===== config.mk =====
export PLATFORM = sky130hd
export DESIGN_NAME = lut_neuron_stream_flat
export DESIGN_NICKNAME = d
export VERILOG_FILES = /design/src/rtl/lut_neuron_pkg.sv /design/src/rtl/lut_neuron_stream_if.sv /design/src/rtl/lut_dist_ram.sv /design/src/rtl/lut_neuron_stream.sv /design/src/flat_wrapper.sv
export SDC_FILE = /design/constraint.sdc
export NUM_CORES = 1
export LEC_CHECK = 0
export CAP_MARGIN = 20
export CORE_MARGIN = 2
export CORE_UTILIZATION = 55
export CTS_BUF_LIST = sky130_fd_sc_hd__clkbuf_4
export CTS_CLUSTER_DIAMETER = 80
export DETAILED_ROUTE_END_ITERATION = 7
export PLACE_DENSITY = 0.71
export SYNTH_ARGS = -nofsm -noshare
export SYNTH_HDL_FRONTEND = slang
export SYNTH_SLANG_ARGS = --single-unit

===== constraint.sdc =====
create_clock -name clk -period 2.62 [get_ports clk]
set_clock_uncertainty 0.2 [all_clocks]
set_input_delay 0.655 -clock clk [delete_from_list [all_inputs] [get_ports clk]]
set_output_delay 0.655 -clock clk [all_outputs]
set_load 0.01 [all_outputs]

===== src/rtl/lut_neuron_pkg.sv =====
// rtl/lut_neuron_pkg.sv - shared types and helpers for the reloadable LUT neuron
// Contents: state_t controller states, depth() table depth for a given address width.
package lut_neuron_pkg;

   typedef enum logic [1:0] {
      UNLOADED = 2'd0,
      LOADING  = 2'd1,
      RUN      = 2'd2,
      DRAIN    = 2'd3
   } state_t;

   function automatic int depth(input int in_bits);
      return 1 << in_bits;
   endfunction

endpackage


===== src/rtl/lut_neuron_stream_if.sv =====
// rtl/lut_neuron_stream_if.sv - config, input and output handshake bundle of the LUT neuron
// Ports: cfg_start/cfg_valid/cfg_data -> neuron, cfg_ready/cfg_done/loaded <- neuron,
//        in_valid/in_data -> neuron, in_ready <- neuron, out_valid/out_data <- neuron, out_ready -> neuron.
interface lut_neuron_stream_if #(
   parameter int IN_BITS  = 8,
   parameter int OUT_BITS = 1
);
   logic                cfg_start;
   logic                cfg_valid;
   logic                cfg_ready;
   logic [OUT_BITS-1:0] cfg_data;
   logic                cfg_done;
   logic                loaded;
   logic                in_valid;
   logic                in_ready;
   logic [IN_BITS-1:0]  in_data;
   logic                out_valid;
   logic                out_ready;
   logic [OUT_BITS-1:0] out_data;

   modport master (
      output cfg_start, cfg_valid, cfg_data, in_valid, in_data, out_ready,
      input  cfg_ready, cfg_done, loaded, in_ready, out_valid, out_data
   );

   modport slave (
      input  cfg_start, cfg_valid, cfg_data, in_valid, in_data, out_ready,
      output cfg_ready, cfg_done, loaded, in_ready, out_valid, out_data
   );
endinterface


===== src/rtl/lut_dist_ram.sv =====
// rtl/lut_dist_ram.sv - truth-table storage, one synchronous write port and one asynchronous read port
// Ports: clk; we/waddr/wdata write port; raddr/rdata combinational read port.
module lut_dist_ram
   import lut_neuron_pkg::*;
#(
   parameter int ADDR_W = 8,
   parameter int DATA_W = 1
) (
   input  logic              clk,
   input  logic              we,
   input  logic [ADDR_W-1:0] waddr,
   input  logic [DATA_W-1:0] wdata,
   input  logic [ADDR_W-1:0] raddr,
   output logic [DATA_W-1:0] rdata
);

   // Contents are deliberately not reset; a fresh load is always required after reset.
   (* ram_style = "distributed" *) logic [DATA_W-1:0] mem [0:depth(ADDR_W)-1];

   always_ff @(posedge clk) begin
      if (we) begin
         mem[waddr] <= wdata;
      end
   end

   assign rdata = mem[raddr];

endmodule


===== src/rtl/lut_neuron_stream.sv =====
// rtl/lut_neuron_stream.sv - reloadable truth-table neuron with a 2-stage valid/ready inference pipeline
// Ports: clk; rst synchronous active-high; bus (slave) carries config load stream,
//        input words (table addresses) and output results (table entries).
module lut_neuron_stream
   import lut_neuron_pkg::*;
#(
   parameter int IN_BITS  = 8,
   parameter int OUT_BITS = 1
) (
   input  logic               clk,
   input  logic               rst,
   lut_neuron_stream_if.slave bus
);

   state_t              state, state_n;
   logic [IN_BITS-1:0]  addr, addr_n;
   logic                done_q, done_n;

   logic                va, vb;
   logic [IN_BITS-1:0]  da;
   logic [OUT_BITS-1:0] db;
   logic [OUT_BITS-1:0] rd;

   logic                adva, advb;
   logic                in_fire;
   logic                beat;
   logic                last_beat;

   // Stage B frees when empty or drained downstream; stage A frees when it can move into B.
   assign advb    = !vb || bus.out_ready;
   assign adva    = !va || advb;
   assign in_fire = bus.in_valid && bus.in_ready;

   assign beat      = (state == LOADING) && bus.cfg_valid;
   assign last_beat = beat && (addr == IN_BITS'(depth(IN_BITS) - 1));

   assign bus.in_ready  = (state == RUN) && adva;
   assign bus.cfg_ready = (state == LOADING);
   assign bus.loaded    = (state == RUN) || (state == DRAIN);
   assign bus.cfg_done  = done_q;
   assign bus.out_valid = vb;
   assign bus.out_data  = db;

   always_comb begin
      state_n = state;
      addr_n  = addr;
      done_n  = 1'b0;
      case (state)
         UNLOADED: begin
            addr_n = '0;
            if (bus.cfg_start) begin
               state_n = LOADING;
            end
         end
         LOADING: begin
            if (bus.cfg_start) begin
               addr_n = '0;
            end else if (last_beat) begin
               state_n = RUN;
               addr_n  = '0;
               done_n  = 1'b1;
            end else if (beat) begin
               addr_n = addr + 1'b1;
            end
         end
         RUN: begin
            // A word accepted in this same cycle also counts as in flight, so it
            // never reads the table while the new contents are being written.
            if (bus.cfg_start) begin
               addr_n  = '0;
               state_n = (va || vb || in_fire) ? DRAIN : LOADING;
            end
         end
         DRAIN: begin
            if (!va && !vb) begin
               state_n = LOADING;
            end
         end
         default: begin
            state_n = UNLOADED;
            addr_n  = '0;
         end
      endcase
   end

   always_ff @(posedge clk) begin
      if (rst) begin
         state  <= UNLOADED;
         addr   <= '0;
         done_q <= 1'b0;
      end else begin
         state  <= state_n;
         addr   <= addr_n;
         done_q <= done_n;
      end
   end

   always_ff @(posedge clk) begin
      if (rst) begin
         va <= 1'b0;
         vb <= 1'b0;
         da <= '0;
         db <= '0;
      end else begin
         if (adva) begin
            va <= in_fire;
            if (in_fire) begin
               da <= bus.in_data;
            end
         end
         if (advb) begin
            vb <= va;
            if (va) begin
               db <= rd;
            end
         end
      end
   end

   lut_dist_ram #(
      .ADDR_W (IN_BITS),
      .DATA_W (OUT_BITS)
   ) u_ram (
      .clk   (clk),
      .we    (beat),
      .waddr (addr),
      .wdata (bus.cfg_data),
      .raddr (da),
      .rdata (rd)
   );

endmodule


===== src/flat_wrapper.sv =====
// flat-port wrapper written by rule: the top's interface ports become plain ports
module lut_neuron_stream_flat import lut_neuron_pkg::*;
#(
   parameter int IN_BITS  = 8,
   parameter int OUT_BITS = 1
)
  (clk, rst, bus_cfg_start, bus_cfg_valid, bus_cfg_data, bus_in_valid, bus_in_data, bus_out_ready, bus_cfg_ready, bus_cfg_done, bus_loaded, bus_in_ready, bus_out_valid, bus_out_data);
  lut_neuron_stream_if #(.IN_BITS(IN_BITS), .OUT_BITS(OUT_BITS)) bus_i ();
  input  logic clk;
  input  logic rst;
  input wire logic [$bits(bus_i.cfg_start)-1:0] bus_cfg_start;
  input wire logic [$bits(bus_i.cfg_valid)-1:0] bus_cfg_valid;
  input wire logic [$bits(bus_i.cfg_data)-1:0] bus_cfg_data;
  input wire logic [$bits(bus_i.in_valid)-1:0] bus_in_valid;
  input wire logic [$bits(bus_i.in_data)-1:0] bus_in_data;
  input wire logic [$bits(bus_i.out_ready)-1:0] bus_out_ready;
  output wire logic [$bits(bus_i.cfg_ready)-1:0] bus_cfg_ready;
  output wire logic [$bits(bus_i.cfg_done)-1:0] bus_cfg_done;
  output wire logic [$bits(bus_i.loaded)-1:0] bus_loaded;
  output wire logic [$bits(bus_i.in_ready)-1:0] bus_in_ready;
  output wire logic [$bits(bus_i.out_valid)-1:0] bus_out_valid;
  output wire logic [$bits(bus_i.out_data)-1:0] bus_out_data;
  assign bus_i.cfg_start = bus_cfg_start;
  assign bus_i.cfg_valid = bus_cfg_valid;
  assign bus_i.cfg_data = bus_cfg_data;
  assign bus_i.in_valid = bus_in_valid;
  assign bus_i.in_data = bus_in_data;
  assign bus_i.out_ready = bus_out_ready;
  assign bus_cfg_ready = bus_i.cfg_ready;
  assign bus_cfg_done = bus_i.cfg_done;
  assign bus_loaded = bus_i.loaded;
  assign bus_in_ready = bus_i.in_ready;
  assign bus_out_valid = bus_i.out_valid;
  assign bus_out_data = bus_i.out_data;
  lut_neuron_stream #(.IN_BITS(IN_BITS), .OUT_BITS(OUT_BITS)) u_core (.clk(clk), .rst(rst), .bus(bus_i));
endmodule

## Yosys cells after proc, flatten, opt, wreduce, memory -nomap -nowiden

Memory sizes are Yosys's and may differ from the RTL's. A register that Yosys moved wholly into a read port is not among the register bits.
Index checks and enable logic that the tools add are counted.

| cells by class | value |
|---|---|
| add/subtract/negate cells | 1 |
| bitwise logic cells | 1 |
| reductions and logical operators | 19 |
| mux-type cells | 15 |
| equality and inequality tests | 10 |

Operator list:

| operator | count |
|---|---|
| 8-bit two-way mux | 4 |
| 8-bit one-hot mux with 3 select lines | 1 |
| 2-bit two-way mux | 6 |
| 8-bit by 1-bit adder with 8-bit output (second input constant) | 1 |
| 8-bit equality test (second input constant) | 1 |
| 2-bit != test (second input constant) | 4 |
| 2-bit one-hot mux with 4 select lines | 1 |
| 1-bit logical AND | 5 |
| 1-bit logical OR | 5 |
| 5-bit AND reduction | 1 |
| 2-bit equality test (second input constant) | 2 |
| 4-bit by 2-bit != test with 1-bit output (second input constant) | 1 |
| 2-bit AND reduction | 2 |
| 1-bit two-way mux | 3 |
| 3-bit AND reduction | 1 |
| 3-bit nonzero test | 1 |
| 3-bit OR reduction | 1 |
| 2-bit by 1-bit equality test with 1-bit output (second input constant) | 1 |
| 1-bit logical NOT | 2 |
| 2-bit logical NOT | 1 |
| 2-bit by 1-bit != test with 1-bit output (second input constant) | 1 |
| 1-bit NOT | 1 |

| word-level totals | value |
|---|---|
| flip-flop bits (word level) | 21 |
| memories | 1 |
| memory bits (writable) | 256 |
| output and inout bits | 6 |
| logic and storage cells | 53 |
| bits of input ports | 15 |

Memories:

| name | depth | width | read ports | clocked after memory_dff | write ports | line | source |
|---|---|---|---|---|---|---|---|
| u_core.u_ram.mem | 256 | 1 | 1 | 1 | 1 | lut_dist_ram.sv:18 | `(* ram_style = "distributed" *) logic [DATA_W-1:0] mem [0:depth(ADDR_W)-1];` |

## Depth between registers and ports, before layout

| logic depth | value |
|---|---|
| depth in word-level cells | 9 |
| gate-level depth with buffers | 10 |
| depth with buffers taken out | 8 |

## Cells and area by module

Synthesis repeated with hierarchy kept, for this count alone.

| unflattened totals | value |
|---|---|
| cells, all modules | 905 |
| area, all modules | 12,181.7 sq um |

Modules (own cells, without submodules):

| module | cells each | area each (sq um) | instances |
|---|---|---|---|
| lut_dist_ram | 787 | 11,108.2 | 1 |
| lut_neuron_stream | 118 | 1,073.5 | 1 |

## Worst setup path before layout

OpenSTA, ideal clock, no wires.

| timing path | value |
|---|---|
| path kind | register to register |
| start point | reg u_core.state[1] |
| end point | mem u_core.u_ram.mem[219] (enable) |
| cell stages (with the launch flop) | 9 |
| data required time | 2,119 ps |
| clock period less this slack | 2,375 ps |
| buffers on the path | 3 |
| path slack | 245 ps |
| library setup time | 301 ps |
| data arrival time | 1,874 ps |
| path through | dfxtp_1 inv_1 ha_1 and2_1 clkbuf_1 clkbuf_1 nand3_1 clkbuf_1 nor2_1 |

| between the ends | value |
|---|---|
| word-level cells in the longest chain between the ends | 4 |

Ends and longest elaborated chain:

| what | line | source |
|---|---|---|
| from (decl) | lut_neuron_stream.sv:15 | `state_t state, state_n;` |
| from (signal assigned) | lut_neuron_stream.sv:92 | `state <= state_n;` |
| 2-bit by 1-bit equality test with 1-bit output | - |  |
| via bus_cfg_ready | flat_wrapper.sv:17 | `output wire logic [$bits(bus_i.cfg_ready)-1:0] bus_cfg_ready;` |
| 1-bit logical AND | lut_neuron_stream.sv:34 | `assign beat = (state == LOADING) && bus.cfg_valid;` |
| 1-bit two-way mux | lut_dist_ram.sv:21 | `if (we) begin` |
| 1-bit two-way mux (not written as such) | lut_dist_ram.sv:22 | `mem[waddr] <= wdata;` |
| to (decl) | lut_dist_ram.sv:18 |  |

The timed path passes the listed nets, and every way through them passes these cells.

## Final worst setup path

| timing path | value |
|---|---|
| start point | reg u_core.state[0] |
| end point | out bus_loaded |

| between the ends | value |
|---|---|
| word-level cells in the longest chain between the ends | 2 |
| elaborated cells on any way between the ends | 3 |

Ends and longest elaborated chain:

| what | line | source |
|---|---|---|
| 2-bit equality test | lut_neuron_stream.sv:39 | `assign bus.loaded = (state == RUN) \|\| (state == DRAIN);` |
| 1-bit logical OR (*) | lut_neuron_stream.sv:39 |  |
| to (decl) | flat_wrapper.sv:19 | `output wire logic [$bits(bus_i.loaded)-1:0] bus_loaded;` |

Mark *: on every way between the ends. The rest lies on a longest branch, timed or not.

==> impl_metrics.env <==
export IMPL_async_reset_ff_frac=0
export IMPL_p_leak_nw=4.48
export IMPL_start_kind="flop"
export IMPL_postCtsHoldBufs=0
export IMPL_first_iter_violations=707
export IMPL_path_class="flop to output pin"
export IMPL_cp_num_buf_inv=2
export IMPL_endpoint_kind="output pin"
export IMPL_yosys_warnings=0
export IMPL_avgSynthCellArea_um2=13.5
export IMPL_core_area_um2=22400
export IMPL_nets=1040
export IMPL_crit_chain="inv_1 -> ha_2 -> or2_2 -> buf_2"
export IMPL_slew_headroom=0.587
export IMPL_powerDensity_nw_per_um2=622
export IMPL_cp_data_required_time_ns=1.76
export IMPL_fmax_ghz=0.391
export IMPL_peakVddDrop_uv=307
export IMPL_detail_route_wl_per_cell_um=21.3
export IMPL_placed_cell_area_um2=13300
export IMPL_hpwl_mm=17.8
export IMPL_via_count=8016
export IMPL_antenna_found_initial=2
export IMPL_drive_gt1_frac=0.233
export IMPL_cap_violations=0
export IMPL_cts_root_buf="clkbuf_4"
export IMPL_wl_mm=28.7
export IMPL_via_per_inst=5.95
export IMPL_hold_slack_ns=0.214
export IMPL_synth_edf_count=256
export IMPL_synth_cells=925
export IMPL_yosysMostFrequentCell="nor2_1"
export IMPL_grt_pass1_wl_mm=44.7
export IMPL_dieArea_um2=23900
export IMPL_cts_tree="done"
export IMPL_drt_pass1_iterations=8
export IMPL_fillers=1702
export IMPL_worst_pin_slew_ns=0.618
export IMPL_syn_area_um2=12400
export IMPL_synth_top_area_cell="edfxtp_1"
export IMPL_yosysSeqAreaShare=0.653
export IMPL_fin_total_pwr_mw=8.89
export IMPL_start_util=0.555
export IMPL_cp_arrival_ns=1.70
export IMPL_grt_overflow_total=0
export IMPL_crit_fanout=4
export IMPL_final_area_um2=14300
export IMPL_path_clk_slew_ns=0.06
export IMPL_grt_max_degree=74
export IMPL_synth_top_area_frac=0.618
export IMPL_cpPeakStageDelay_ns=0.35
export IMPL_synth_cell_types=54
export IMPL_slowest_stage="dfxtp_4"
export IMPL_portBuffers=20
export IMPL_min_period_ns=2.56
export IMPL_final_hold_violation_count=0
export IMPL_synth_commonest_cells="287 x nor2_1, 256 x edfxtp_1, 50 x clkbuf_1"
export IMPL_row_count=55
export IMPL_cts_buffers_inserted=71
export IMPL_crit_family="flip-flops"
export IMPL_place_congestion=0.810
export IMPL_grt_usage=0.248
export IMPL_ioPinCount=21
export IMPL_ys_ff_latch=278
export IMPL_synth_nets=949
export IMPL_htree_levels=3
export IMPL_clock_sinks=278
export IMPL_status="completed"
export IMPL_die_h_um=154
export IMPL_drc_errors=0
export IMPL_synth_flop_cell="edfxtp_1"
export IMPL_fin_crit_sh=0.976
export IMPL_syn_to_final_growth_pct=14.7
export IMPL_setup_violations_final=0
export IMPL_hold_path_class="input port to flop"
export IMPL_die_x_um=154
export IMPL_final_max_slew_viol_count=0
export IMPL_grt_pass1_vias=8181
export IMPL_drt_antenna_violating_nets=0
export IMPL_ctsLongestPathBuffers=3
export IMPL_insertion_delay_ns=0.72
export IMPL_synth_area_leaders="edfxtp_1 62%, nor2_1 8.7%, mux4_2 7.4%, dfxtp_1 3.5%, mux4_1 2.7%"
==> metal layers <==
| metal | up-vias | track usage | share of wire |
|---|---|---|---|
| li1 | 3608 | - | - |
| met5 | - | 0 | 0 |
| met4 | 0 | 0.102 | 0.026 |
| met3 | 57 | 0.0530 | 0.078 |
| met2 | 341 | 0.397 | 0.49 |
| met1 | 4010 | 0.334 | 0.41 |
==> through the flow <==
stage / util / setup slack (ns) / instances / TNS (ns)
final: 0.637 / 0.0635 / 1347 / 0
after global routing: 0.637 / -0.00496 / 1347 / -0.00496
after floorplan: - / 0.245 / 925 / 0
after global placement: 0.595 / -0.139 / 1225 / -0.139
after CTS: 0.634 / 0.0229 / 1342 / 0
after detailed placement: 0.595 / -0.137 / 1225 / -0.137
==> cells in the final DEF (no fill, tap or decap), types with 4 or more instances in the layout <==
master	synthesis	final
a211oi_1	5	5
a21oi_1	6	5
a22oi_1	7	7
buf_12	2	17
buf_4	6	51
clkbuf_4	0	107
clkdlybuf4s50_1	0	16
clkinv_1	1	4
dfxtp_1	22	19
edfxtp_1	256	256
ha_1	9	7
inv_1	9	8
mux2_2	7	7
mux2i_1	31	31
mux4_1	13	13
mux4_2	41	41
nand2_1	46	46
nand2b_1	5	5
nand3_1	26	26
nand4_1	7	7
nor2_1	287	287
nor2b_1	12	12
o21ai_0	5	5
o221ai_1	10	10
xor2_1	5	5
==> worst paths after layout <==
check	start	endpoint	slack, ns	depth (start not counted)
min	bus_cfg_data	u_core.u_ram.mem[99]$_DFFE_PP_	0.21	1
max reg2reg	u_core.da[0]$_SDFFE_PP0P_	u_core.bus.out_data$_SDFFE_PP0P_	0.10	8
min reg2reg	u_core.bus.out_data$_SDFFE_PP0P_	u_core.bus.out_data$_SDFFE_PP0P_	0.34	2
max	u_core.state[0]$_SDFFE_PP0P_	bus_loaded	0.06	4
==> logic make-up (layout without fill, tap and decap cells) <==
logic type	after synthesis	in the layout	synth area share
AO/OA/AOI/OAI	52	52	0.0312
AND/OR/NAND/NOR	405	405	0.136
adder cells (fa/ha/maj)	9	9	0.00905
buffers and inverters	82	217	0.0330
flip-flops	278	278	0.653
other	0	2	0
multiplexers	92	92	0.133
XOR/XNOR	7	7	0.00493
==> worst reg2reg max path, stage by stage, from the launching register on <==
cell	delay, ns
dfxtp_4	0.36
buf_6	0.17
mux4_2	0.54
a22oi_1	0.26
a311oi_1	0.16
nor4_1	0.32
buf_4	0.18
a211o_1	0.12
o211ai_1	0.08
==> cell type report <==
cell class                      instances  area, um2  area share
Multi-Input combinational cell        565       3930       0.275
Clock buffer                          107        803      0.0562
Antenna cell                            2       5.00    0.000350
Tap cell                              285        357      0.0250
Clock inverter                         10       82.6     0.00578
Sequential cell                       278       8140       0.570
Inverter                               10       37.5     0.00263
Timing Repair Buffer                   90        936      0.0655
==> power breakdown <==
| group | internal (mW) | total, mW | switching (mW) |
|---|---|---|---|
| Clock | 1.95 | 3.67 | 1.72 |
| Sequential | 4.85 | 4.87 | 0.0156 |
| Combinational | 0.141 | 0.352 | 0.210 |
| Total | 6.95 | 8.89 | 1.94 |
==> state kept, by name (all words and copies together) (netlist names) <==
register and cells:
u_core.addr 8, u_core.bus.cfg_done 1, u_core.bus.out_data 1, u_core.bus.out_valid 1, u_core.da 8, u_core.state 2, u_core.u_ram.mem 256, u_core.va 1
==> timing repair <==
| action | 4_1_cts | 5_1_grt |
|---|---|---|
| cloned | 0 | 0 |
| setup endpoints to repair | 3 | 2 |
| setup buffers | 0 | 3 |
| resized for setup | 13 | 4 |
| pin swaps | 0 | 1 |
No activity file was read; power rests on OpenSTA's default activity.
